===== src/rtl/sseg_scan_decoder.sv =====
// Rebuilds per-digit BCD values and decimal points from a scanned active-low seven-segment bus.
// Latency: outputs move on the commit edge, STABLE_CYCLES+3 edges after the bus settles; no backpressure.
module sseg_scan_decoder #(
    parameter int NUM_DIGITS    = 6,
    parameter int STABLE_CYCLES = 16
) (
    input  logic                    clk,
    input  logic                    rst_n,
    input  logic [7:0]              sseg_in,
    input  logic [NUM_DIGITS-1:0]   en_in,
    output logic [4*NUM_DIGITS-1:0] digits,
    output logic [NUM_DIGITS-1:0]   dp,
    output logic [NUM_DIGITS-1:0]   digit_valid,
    output logic                    frame_done,
    output logic                    changed,
    output logic                    multi_en,
    output logic                    code_err
);

    localparam int BW = 8 + NUM_DIGITS;
    localparam int CW = $clog2(STABLE_CYCLES + 1);

    logic [BW-1:0]           s1_q, s1_d, s2_q, s2_d, prev_q, prev_d;
    logic [CW-1:0]           stable_cnt_q, stable_cnt_d;
    logic [4*NUM_DIGITS-1:0] digits_q, digits_d;
    logic [NUM_DIGITS-1:0]   dp_q, dp_d, valid_q, valid_d, seen_q, seen_d;
    logic                    frame_done_q, frame_done_d, changed_q, changed_d;
    logic                    multi_en_q, multi_en_d, code_err_q, code_err_d;

    logic                    same, commit, dec_ok;
    logic [3:0]              dec_val;
    logic [7:0]              bus_sseg;
    logic [NUM_DIGITS-1:0]   en_mask;

    always_comb begin
        dec_ok  = 1'b1;
        dec_val = 4'hE;
        case (bus_sseg[6:0])
            7'b1000000: dec_val = 4'd0;
            7'b1111001: dec_val = 4'd1;
            7'b0100100: dec_val = 4'd2;
            7'b0110000: dec_val = 4'd3;
            7'b0011001: dec_val = 4'd4;
            7'b0010010: dec_val = 4'd5;
            7'b0000010: dec_val = 4'd6;
            7'b1111000: dec_val = 4'd7;
            7'b0000000: dec_val = 4'd8;
            7'b0010000: dec_val = 4'd9;
            7'b1111111: dec_val = 4'hF;
            default:    dec_ok  = 1'b0;
        endcase
    end

    always_comb begin
        s1_d     = {sseg_in, en_in};
        s2_d     = s1_q;
        prev_d   = s2_q;
        bus_sseg = s2_q[BW-1 -: 8];
        en_mask  = ~s2_q[NUM_DIGITS-1:0];
        same     = (s2_q == prev_q);

        if (!same)
            stable_cnt_d = '0;
        else if (stable_cnt_q == CW'(STABLE_CYCLES))
            stable_cnt_d = stable_cnt_q;
        else
            stable_cnt_d = stable_cnt_q + 1'b1;

        // One commit per stable period: the counter only passes this value once
        commit = same && (stable_cnt_q == CW'(STABLE_CYCLES - 1));

        digits_d     = digits_q;
        dp_d         = dp_q;
        valid_d      = valid_q;
        seen_d       = seen_q;
        frame_done_d = 1'b0;
        changed_d    = 1'b0;
        multi_en_d   = 1'b0;
        code_err_d   = 1'b0;

        if (commit && (en_mask != '0)) begin
            for (int i = 0; i < NUM_DIGITS; i++) begin
                if (en_mask[i]) begin
                    digits_d[4*i +: 4] = dec_val;
                    dp_d[i]            = ~bus_sseg[7];
                    valid_d[i]         = dec_ok;
                end
            end
            changed_d    = ({digits_d, dp_d} != {digits_q, dp_q});
            multi_en_d   = ($countones(en_mask) > 1);
            code_err_d   = ~dec_ok;
            frame_done_d = &(seen_q | en_mask);
            seen_d       = frame_done_d ? '0 : (seen_q | en_mask);
        end
    end

    always_ff @(posedge clk or negedge rst_n) begin
        if (!rst_n) begin
            s1_q         <= '1;
            s2_q         <= '1;
            prev_q       <= '1;
            stable_cnt_q <= '0;
            digits_q     <= '1;
            dp_q         <= '0;
            valid_q      <= '0;
            seen_q       <= '0;
            frame_done_q <= 1'b0;
            changed_q    <= 1'b0;
            multi_en_q   <= 1'b0;
            code_err_q   <= 1'b0;
        end else begin
            s1_q         <= s1_d;
            s2_q         <= s2_d;
            prev_q       <= prev_d;
            stable_cnt_q <= stable_cnt_d;
            digits_q     <= digits_d;
            dp_q         <= dp_d;
            valid_q      <= valid_d;
            seen_q       <= seen_d;
            frame_done_q <= frame_done_d;
            changed_q    <= changed_d;
            multi_en_q   <= multi_en_d;
            code_err_q   <= code_err_d;
        end
    end

    assign digits      = digits_q;
    assign dp          = dp_q;
    assign digit_valid = valid_q;
    assign frame_done  = frame_done_q;
    assign changed     = changed_q;
    assign multi_en    = multi_en_q;
    assign code_err    = code_err_q;

endmodule


===== config.mk =====
export PLATFORM = sky130hd
export DESIGN_NAME = sseg_scan_decoder
export DESIGN_NICKNAME = d
export VERILOG_FILES = /design/src/rtl/sseg_scan_decoder.sv
export SDC_FILE = /design/constraint.sdc
export NUM_CORES = 1
export LEC_CHECK = 0
export CAP_MARGIN = 20
export CORE_UTILIZATION = 55
export CTS_CLUSTER_SIZE = 16
export DETAILED_ROUTE_END_ITERATION = 8
export GPL_TIMING_DRIVEN = 0
export PLACE_DENSITY_LB_ADDON = 0.15
export SYNTH_ARGS = -nofsm -noshare
export SYNTH_HDL_FRONTEND = slang
export SYNTH_SLANG_ARGS = --single-unit

===== constraint.sdc =====
create_clock -name clk -period 3.05 [get_ports clk]
set_input_delay 0.305 -clock clk [delete_from_list [all_inputs] [get_ports clk]]
set_output_delay 0.305 -clock clk [all_outputs]
set_load 0.005 [all_outputs]

Yosys cells after proc, flatten, opt, wreduce, memory -nomap -nowiden

Cells that the tools add are included.
W data, S select, Z words.

$add $sub $neg: 6
Reductions and logical operators: 12
Mux-type cells: 33
$lt $le $gt $ge: 1
Bitwise logic cells: 4
Equality and inequality tests: 15

Operators with widths:

| kind                  | count |
|---|---|
| $mux W4               | 12 |
| $pmux W4 S11          | 1 |
| $ne A30 B30 Y1        | 1 |
| $eq A7 B7 Y1 const B  | 4 |
| $eq A7 B5 Y1 const B  | 3 |
| $mux W1               | 17 |
| $eq A14 B14 Y1        | 1 |
| $eq A7 B6 Y1 const B  | 2 |
| $reduce_and A2 Y1     | 6 |
| $reduce_or A11 Y1     | 1 |
| $mux W5               | 2 |
| $eq A7 B2 Y1 const B  | 1 |
| $logic_not A7 Y1      | 1 |
| $add A1 B1 Y2         | 3 |
| $mux W6               | 1 |
| $not A6 Y6            | 1 |
| $or A6 B6 Y6          | 1 |
| $reduce_and A6 Y1     | 1 |
| $reduce_bool A6 Y1    | 1 |
| $add A5 B1 Y5 const B | 1 |
| $eq A5 B4 Y1 const B  | 1 |
| $eq A5 B5 Y1 const B  | 1 |
| $add A3 B2 Y4         | 1 |
| $gt A4 B1 Y1 const B  | 1 |
| 4 further kinds       | 6 |

Bits in registers: 93
Word-level logic and storage cells: 88

Depth between registers and ports, before layout

Depth in word-level cells: 6
Depth in mapped cells: 9

Least setup slack after synthesis

No wires, ideal clock.

Path kind: reg2reg
From: register s2_q[3], in the netlist prev_d[3]
To: register multi_en_q, in the netlist multi_en
Stages on the path, launching flop included: 8
Required time: 2.915 ns
Library setup time: 0.135 ns
Setup slack: 0.513 ns
Arrival: 2.402 ns
Cells stage by stage: dfstp_2 -> buf_2 -> clkinv_1 -> fa_1 -> fa_1 -> nand2_1 -> fa_1 -> a21oi_1

Word-level cells in the longest chain between the ends: 6
Elaborated cells on any way between the ends: 10

RTL lines:

| item                                | line | text |
|---|---|---|
| from (decl)                         | 23   | `logic [BW-1:0] s1_q, s1_d, s2_q, s2_d, prev_q, prev_d;` |
| from (signal assigned)              | 100  | `s2_q <= '1;` |
| from (signal assigned)              | 113  | `s2_q <= s2_d;` |
| $not A6 Y6                          | 59   | `en_mask = ~s2_q[NUM_DIGITS-1:0];` |
| $add A1 B1 Y2 (implied by the code) | 90   | `multi_en_d = ($countones(en_mask) > 1);` |
| $add A2 B2 Y3 (implied by the code) | 90   |  |
| $add A3 B2 Y4 (implied by the code) | 90   |  |
| $gt A4 B1 Y1                        | 90   |  |
| $mux W1 *                           | 81   | `if (commit && (en_mask != '0)) begin` |
| named net multi_en_d                | 28   | `logic multi_en_q, multi_en_d, code_err_q, code_err_d;` |
| to (signal assigned)                | 122  | `multi_en_q <= multi_en_d;` |
| to (decl)                           | 28   |  |

The timed path passes the listed nets; every way through them passes the cells marked *.
A chain may end at the register's enable or synchronous reset.

Worst setup path in the final report

Same ends and word-level chain as after synthesis.

==> flow_summary.ini <==
[critical_path]
startpoint_type = register
r2r_slack_ns = 0.21
r2r_start = prev_d[3]$_DFF_PN1_
startpoint = prev_d[3]$_DFF_PN1_
critPathKind = reg2reg
worstPathMaxFanout = 8
crit_arrival_ns = 3.07
critPathCaptureType = register
reg2reg_depth = 7
timing.critical_path.to = multi_en$_DFF_PN0_
r2r_end = multi_en$_DFF_PN0_
cp_data_required_time_ns = 3.28

[routing]
drc = 0
ant_nets = 0
wire_per_inst_um = 17.43
drt_iter0_markers = 219
drtPass1Iterations = 5
via_count = 3010
drt-vias-per-instance = 5.701
routed_wl_um = 9203

[die]
dieArea_mm2 = 0.008253
start_util_pct = 56.48
die_h_um = 90.85
core_mm2 = 0.007687
io_pins = 56
die_w_um = 90.85
rows = 32

[clocking]
cts_tree = done
cts.htree.levels = 3
post_cts_buffers = 0
root_buffer = clkbuf_8
cts_buffers = 9
ctsLongestPathBuffers = 2
clock-sinks = 93
worstSkewPairLatency_ns = 0.36
path_clk_slew_ns = 0.10

[synthesis]
ys_seq_area_share_pct = 55.50
syn_nets = 376
synthAdderAreaFrac_pct = 2.536
synth_cells = 353
synth_area_leaders = dfstp_2 (40%), dfrtp_1 (16%), mux2_2 (5.2%), xnor2_1 (3.8%), mux2i_1 (2.3%)
yosysMostFrequentCell = dfstp_2
yosysWarnings = 0
synth-xor-area-share_pct = 6.196
avgSynthCellArea_um2 = 12.30
synth_compound_area_share_pct = 11.41
netlist_top_cells_count = dfstp_2 (66), dfrtp_1 (27), inv_1 (21)
ys_types = 64
ys_seq_elements = 93
yosys-mux-area-fraction_pct = 8.184
yosysTopAreaCellShare_pct = 39.94
synth_ff_type = dfstp_2
netlist_area_mm2 = 0.004342
async_flop_share_pct = 100.0
synth_edf_count = 0
yosys.area_share.simple_pct = 10.84
synth_top_family_by_area = compound AO/OA/AOI/OAI gates
synth_top_area_cell = dfstp_2

[timing]
finalHoldViolCount = 0
finalCritPeriodShare_pct = 93.07
worst_slack_ns = 0.2114
drv_slew = 0
rsz0062_at_grt = no
clock_skew_ns = 0.01167
slew_headroom_pct = 60.95
max_freq_ghz = 0.3523
tightest_slew_ns = 0.5813
setup_violations = 0
min_period_ns = 2.839

[power_and_ir_drop]
power_mw = 2.318
p_per_area_mw_per_mm2 = 440.8
p_leak_nw = 2.107
vdd_drop_max_uv = 283.3

[global_routing]
grt_pass1_wl_um = 15400
grt_max_degree = 59
grt_use_total_pct = 24.40
antenna_found_initial = 0
first_global_vias = 2912
grt-ovfl-total = 0

[outcome]
status = finished clean

[placement]
place_ws_ns = 0.2430
place_congestion = 0.8696
dp.final_hpwl_um = 6510
portBuffers = 55

[min_path]
hold_class = in2reg

[final_layout]
syn_to_final_growth_pct = 21.12
fillers = 587
antennaDiodeCount = 0
drive_above_1_share_pct = 34.04
nets = 444

[job]
max-cap-violations = 0
[worst max-delay path, stage by stage (launching register included)]
cell and delay [ns]:
dfstp_2 0.54, buf_2 0.18, clkinv_1 0.30, fa_1 0.57, fa_1 0.51, nand2_1 0.06, fa_1 0.49, a21oi_1 0.06
[stage by stage]
| stage | TNS (ns) | util, % | cell area (um^2) | hold WS [ns] | std cells |
|---|---|---|---|---|---|
| after global routing | 0 | 68.41 | 5259 | 0.3320 | 528 |
| after detailed placement | 0 | 65.63 | 5045 | 0.2893 | 511 |
| after CTS | 0 | 68.34 | 5254 | 0.3244 | 528 |
| after floorplan | 0 | - | 4342 | 0.009409 | 353 |
| after global placement | -63.94 | 65.30 | 5020 | 0.3456 | 510 |
| final | 0 | 68.41 | 5259 | 0.3334 | 528 |
[placed cells by master (no fill, tap or decap), types with 9 or more instances in the layout]
master           netlist  routed
o22ai_1               10      10
mux2_2                20      20
xnor2_1               19      19
clkdlybuf4s50_1        0      54
mux2i_1               10      10
nand2_1               14      14
inv_1                 21      21
nor2_1                18      18
clkbuf_8               1      10
dfstp_2               66      66
dfrtp_1               27      27
buf_2                  9       9
[layer usage]
layer,routed length (um),GRT usage (%),vias up
met5,0,0,-
met2,4257,37.18,117
met3,481,3.367,30
met4,350,13.62,0
li1,-,-,1384
met1,4113,33.82,1479
[report_power, final]
| group | switching, mW | total, mW | internal [mW] |
|---|---|---|---|
| clock network | 0.457 | 0.817 | 0.359 |
| logic | 0.112 | 0.196 | 0.0842 |
| registers | 0.0194 | 1.31 | 1.29 |
[logic make-up after synthesis]
family / after synthesis
AO/OA/AOI/OAI: 68
XOR/XNOR: 29
adder cells (fa/ha/maj): 7
buffers and inverters: 43
flip-flops: 93
multiplexers: 32
AND/OR/NAND/NOR: 81
[state kept, by name, indices dropped and copies added (netlist names)]
name / count
prev_q: 14
prev_d: 14
frame_done: 1
changed: 1
stable_cnt_q: 5
digits: 24
dp: 6
digit_valid: 6
multi_en: 1
seen_q: 6
code_err: 1
s1_q: 14
[worst min-delay path by stage]
| stage | start | end | slack, ns | cells after the start |
|---|---|---|---|---|
| after floorplan | rst_n | changed$_DFF_PN0_ | 0.009 | 0 |
| after global placement | s1_q[13]$_DFF_PN1_ | prev_d[13]$_DFF_PN1_ | 0.35 | 0 |
| after detailed placement | rst_n | stable_cnt_q[3]$_DFFE_PN0P_ | 0.29 | 1 |
| after CTS | sseg_in[4] | s1_q[10]$_DFF_PN1_ | 0.32 | 1 |
| after global routing | sseg_in[5] | s1_q[11]$_DFF_PN1_ | 0.33 | 1 |
| final | sseg_in[4] | s1_q[10]$_DFF_PN1_ | 0.33 | 1 |
[repair_timing]
item,CTS,global route
resized for setup,0,1
endpoints found under the hold margin,5,0
endpoints found under the setup margin,0,1
hold buffers,1,0
[area by class of cell]
class | instances | area (um^2) | share of cell area (%)
plain buffers | 20 | 145.1 | 2.760
clock inverters | 6 | 50.05 | 0.9517
well taps | 102 | 127.6 | 2.427
flip-flops and latches | 93 | 2410 | 45.82
multi-input cells | 217 | 1705 | 32.43
inverters | 23 | 86.33 | 1.642
clock buffers | 10 | 148.9 | 2.831
repair buffers | 57 | 585.6 | 11.13
(Power assumes the default switching activity.)
==> variant 1: new RTL, same settings <==
The output `multi_en` loses its register stage (`multi_en_q` becomes a continuous assignment).
--- a/src/rtl/sseg_scan_decoder.sv
+++ b/src/rtl/sseg_scan_decoder.sv
@@ -107,5 +107,4 @@
             frame_done_q <= 1'b0;
             changed_q    <= 1'b0;
-            multi_en_q   <= 1'b0;
             code_err_q   <= 1'b0;
         end else begin
@@ -120,8 +119,9 @@
             frame_done_q <= frame_done_d;
             changed_q    <= changed_d;
-            multi_en_q   <= multi_en_d;
             code_err_q   <= code_err_d;
         end
     end
+
+    assign multi_en_q = multi_en_d;
 
     assign digits      = digits_q;
Behaviour: no difference found for any inputs over 10 cycles, from zero or initial values and one cycle with rst_n low; that may be too few to reach the edited logic, so the function may still have changed.
==> variant 1 against the original RTL <==
- the run now ends with setup timing left
- die area shrank 0.56%
- first-iteration DRC count down 15%
- design area is 1.2% higher
- critical path depth rose by 1
- highest routed layer unchanged
- routed wire length rose by 5.9%
- critical endpoint is now multi_en
- global-route usage increased by 1.9 points
- sequential cell count decreased by 1
- worst setup slack worse by 430 ps
- synthesized area fell by 0.58%
- power increased by 4.0%
==> variant 1: results <==
outcome:
  status: "finished, violations left"
  violations: "setup timing"
placement:
  place_area_um2: 5020
  dp.cells: 507
  pre_cts_ws_ps: -512
  port_buffers: 55
  gp_congestion: 0.863
  hpwl_um: 6990
grt:
  grt_pass1_vias: 3178
  grt_start_max_net_pins: 60
  grt_overflow: 0
  antenna_found_initial: 0
  grt_pass1_wl_um: 16400
  grt_usage: 0.263
clock_network:
  path_clk_slew_ps: 90
  cts_made_buffers: 9
  ctsLongestPathBuffers: 2
  clock_latency_ps: 370
  root_buffer: "clkbuf_8"
  htreeDepth: 3
min_path:
  whs_path_depth: 1
  min_to: "s1_q[12]"
  min_path_type: "in2reg"
  min-delay-start: "sseg_in[6]"
final_layout:
  layout-drive-gt1-share: 0.357
  largest_reg_flops: 24
  diodes: 0
  final_nets: 447
logic_synthesis:
  synth_nets: 375
  ys_types: 64
  syn_inst: 352
  yosys-top-cells-count: "dfstp_2 (66), dfrtp_1 (26), inv_1 (21), mux2_2 (20), xnor2_1 (19)"
  ys_seq_area_frac: 0.552
  synthArstFlopShare: 1.00
  synth_warnings: 0
  ys_top_cells_by_area: "dfstp_2 (40%), dfrtp_1 (15%), mux2_2 (5.2%)"
critical_path:
  max_stage_delay_ps: 570
  worstRegToRegCells: 9
  timing.rr.end: "changed"
  path_max_fanout: 3
  crit_slowest_cell: "dfstp_2"
  critical_path.top_delay_family: "adder cells"
  timing.rr.start: "prev_d[11]"
  reg2reg_setup_slack_ps: 170
timing:
  fin_setup_tns_ps: -222
  holdWs_ps: 331
  fin_ws_ps: -222
  worst-slew-pin-transition_ps: 590
  setup_viol: 1
  clock_skew_ps: 12.0
detailed_routing:
  vias_per_cell: 5.87
  firstDrtPassIters: 4
  drt_iter0_drc: 187
  wl_per_cell_um: 18.5
  vias: 3097
power:
  max-vdd-ir-drop_v: 0.000440
  leakage_nw: 2.13
variant 1: cell count changes after synthesis, sizes merged:
cell   change
dfrtp      -1
variant 1: worst max-delay path by stage:
stage | start | to | slack, ps | depth (start not counted)
floorplan | prev_d[3] | multi_en | 290 | 7
global placement | rst_n | digit_valid[5] | -1420 | 1
detailed placement | prev_d[3] | multi_en | -510 | 8
CTS | prev_d[1] | multi_en | -250 | 8
global route | prev_d[0] | multi_en | -350 | 8
finish | prev_d[0] | multi_en | -220 | 8
variant 1: repair_timing:
| action | CTS | global route |
|---|---|---|
| endpoints found under the hold margin | 13 | 0 |
| buffers inserted | 5 | 1 |
| hold buffers | 1 | 0 |
| resized for setup | 13 | 2 |
| endpoints found under the setup margin | 1 | 2 |
| pin swaps | 4 | 3 |
variant 1: cell type report:
cell class / instances / area (µm²)
Timing Repair Buffer: 63 / 626
Clock inverter: 6 / 96.3
Fill cell: 516 / 2090
Buffer: 18 / 151
Inverter: 23 / 98.8
Multi-Input combinational cell: 217 / 1710
Sequential cell: 92 / 2380
Tap cell: 99 / 124
Clock buffer: 10 / 128
variant 1: metal layers:
metal,routed length (µm),track usage
met5,0,0
met4,302,0.121
met3,533,0.0488
met2,4610,0.417
met1,4300,0.352
variant 1: kinds of logic after synthesis:
family,after synthesis,synth area share
buffers and inverters,43,0.0536
flip-flops,92,0.552
AND/OR/NAND/NOR,81,0.109
multiplexers,32,0.0823
AO/OA/AOI/OAI,68,0.115
adder cells (fa/ha/maj),7,0.0255
XOR/XNOR,29,0.0623
variant 1: report_power, final:
group          total [W]  internal (W)  switching (W)  leakage [nW]
logic           0.000206     0.0000925       0.000113         0.964
registers        0.00130       0.00127      0.0000249          1.05
clock network   0.000907      0.000472       0.000436         0.109
==> variant 2: new RTL, same settings <==
Without the edit above. The parameter `STABLE_CYCLES` goes from 16 to 8.
--- a/src/rtl/sseg_scan_decoder.sv
+++ b/src/rtl/sseg_scan_decoder.sv
@@ -3,5 +3,5 @@
 module sseg_scan_decoder #(
     parameter int NUM_DIGITS    = 6,
-    parameter int STABLE_CYCLES = 16
+    parameter int STABLE_CYCLES = 8
 ) (
     input  logic                    clk,
Formal check against the unedited RTL: same outputs for any inputs over 10 cycles, from zero or initial values and one cycle with rst_n low; that may be too few to reach the edited logic, so the function may still have changed.
==> variant 2 against the original RTL <==
- design area about the same
- first-iteration DRC count up 5.5%
- core utilization up 2.6 points
- power down 0.76%
- die area down 0.36%
- maximum frequency down 4.1%
- synthesized area down 0.37%
- routed wire length up 4.8%
- worst setup slack worse by 120 ps
- sequential cell count down 1
- worst hold slack worse by 11 ps
- largest power group unchanged
==> variant 2: results <==
outcome:
  status: "completed"
grt:
  grt_use_met3: 0.0539
  grt_usage: 0.258
  met1_usage: 0.365
  grt_pass1_wl_um: 16200
  grt_start_max_net_pins: 65
  grt_use_met2: 0.407
  grt_pass1_vias: 3060
logic_synthesis:
  ys_types: 61
  yosys-top-cells-count: "dfstp_2 (66), mux2_2 (32), dfrtp_1 (26), inv_1 (22)"
  synth_nets: 370
  ys_seq_area_frac: 0.551
  ys_top_cells_by_area: "dfstp_2 (40%), dfrtp_1 (15%), mux2_2 (8.3%)"
detailed_routing:
  met2_wirelength_um: 4630
  vias_per_cell: 5.89
  drt_iter0_drc: 231
  met3_length_um: 491
  wl_met1_um: 4440
  wirelength_um: 9650
power:
  max-vdd-ir-drop_v: 0.000358
critical_path:
  timing.rr.start: "prev_d[12]"
  cp.arrival_ps: 3190
  path_max_fanout: 6
placement:
  pre_cts_ws_ps: -19.9
  place_area_um2: 5020
  gp_congestion: 0.877
  hpwl_um: 6880
  port_buffers: 55
clock_network:
  cts_resized: 2
  path_clk_slew_ps: 110
  root_buffer: "clkbuf_8"
min_path:
  min_path_type: "in2reg"
  min-delay-start: "sseg_in[1]"
timing:
  clock_skew_ps: 15.2
  timing.slew.headroom: 0.571
final_layout:
  layout-drive-gt1-share: 0.368
  fillCellCount: 534
==> variant 2: through the flow <==
step	std cells	hold WS (ps)
6_report	518	323
5_1_grt	518	312
4_1_cts	520	309
3_5_place_dp	503	253
3_3_place_gp	502	345
2_1_floorplan	348	9.41
==> variant 2: path summary, 6_finish.rpt <==
check	endpoint	slack [ps]	cells past startpoint
min in group asynchronous	stable_cnt_q[0]	380	2
setup / recovery	changed	90	7
setup reg to reg	changed	90	7
hold / removal	s1_q[7]	320	1
max in group asynchronous	digits[19]	1990	3
hold reg to reg	prev_d[9]	350	0
==> variant 2: power by group <==
| group | total, W | internal [W] | switching, W |
|---|---|---|---|
| clock | 0.000825 | 0.000327 | 0.000498 |
| sequential | 0.00129 | 0.00127 | 0.0000203 |
| combinational | 0.000183 | 0.0000741 | 0.000109 |
==> variant 2: cell families after synthesis <==
family,after synthesis,synth area share
AOI/OAI and AO/OA,74,0.127
xor gates and xnor gates,26,0.0544
buffers and inverters,40,0.0486
and+or+nand+nor,70,0.0943
muxes,40,0.102
adders and majority gates,6,0.0226
DFF,92,0.551
==> variant 2: area by class of cell <==
cell class              count  area [µm²]  share of cell area
repair buffers             57         586               0.111
clock buffers               9         124              0.0235
inverters                  22        82.6              0.0157
well taps                  99         124              0.0235
flip-flops and latches     92        2380               0.453
multi-input cells         216        1760               0.334
plain buffers              16         119              0.0226
clock inverters             7        81.3              0.0155
==> variant 2: critical path, cell delays in order, from the launching register on <==
cell	delay [ps]
dfstp_2	580
or3b_1	370
a2111oi_2	380
o21bai_1	310
a31oi_4	340
mux2_2	390
a2111oi_2	270
a41oi_1	170
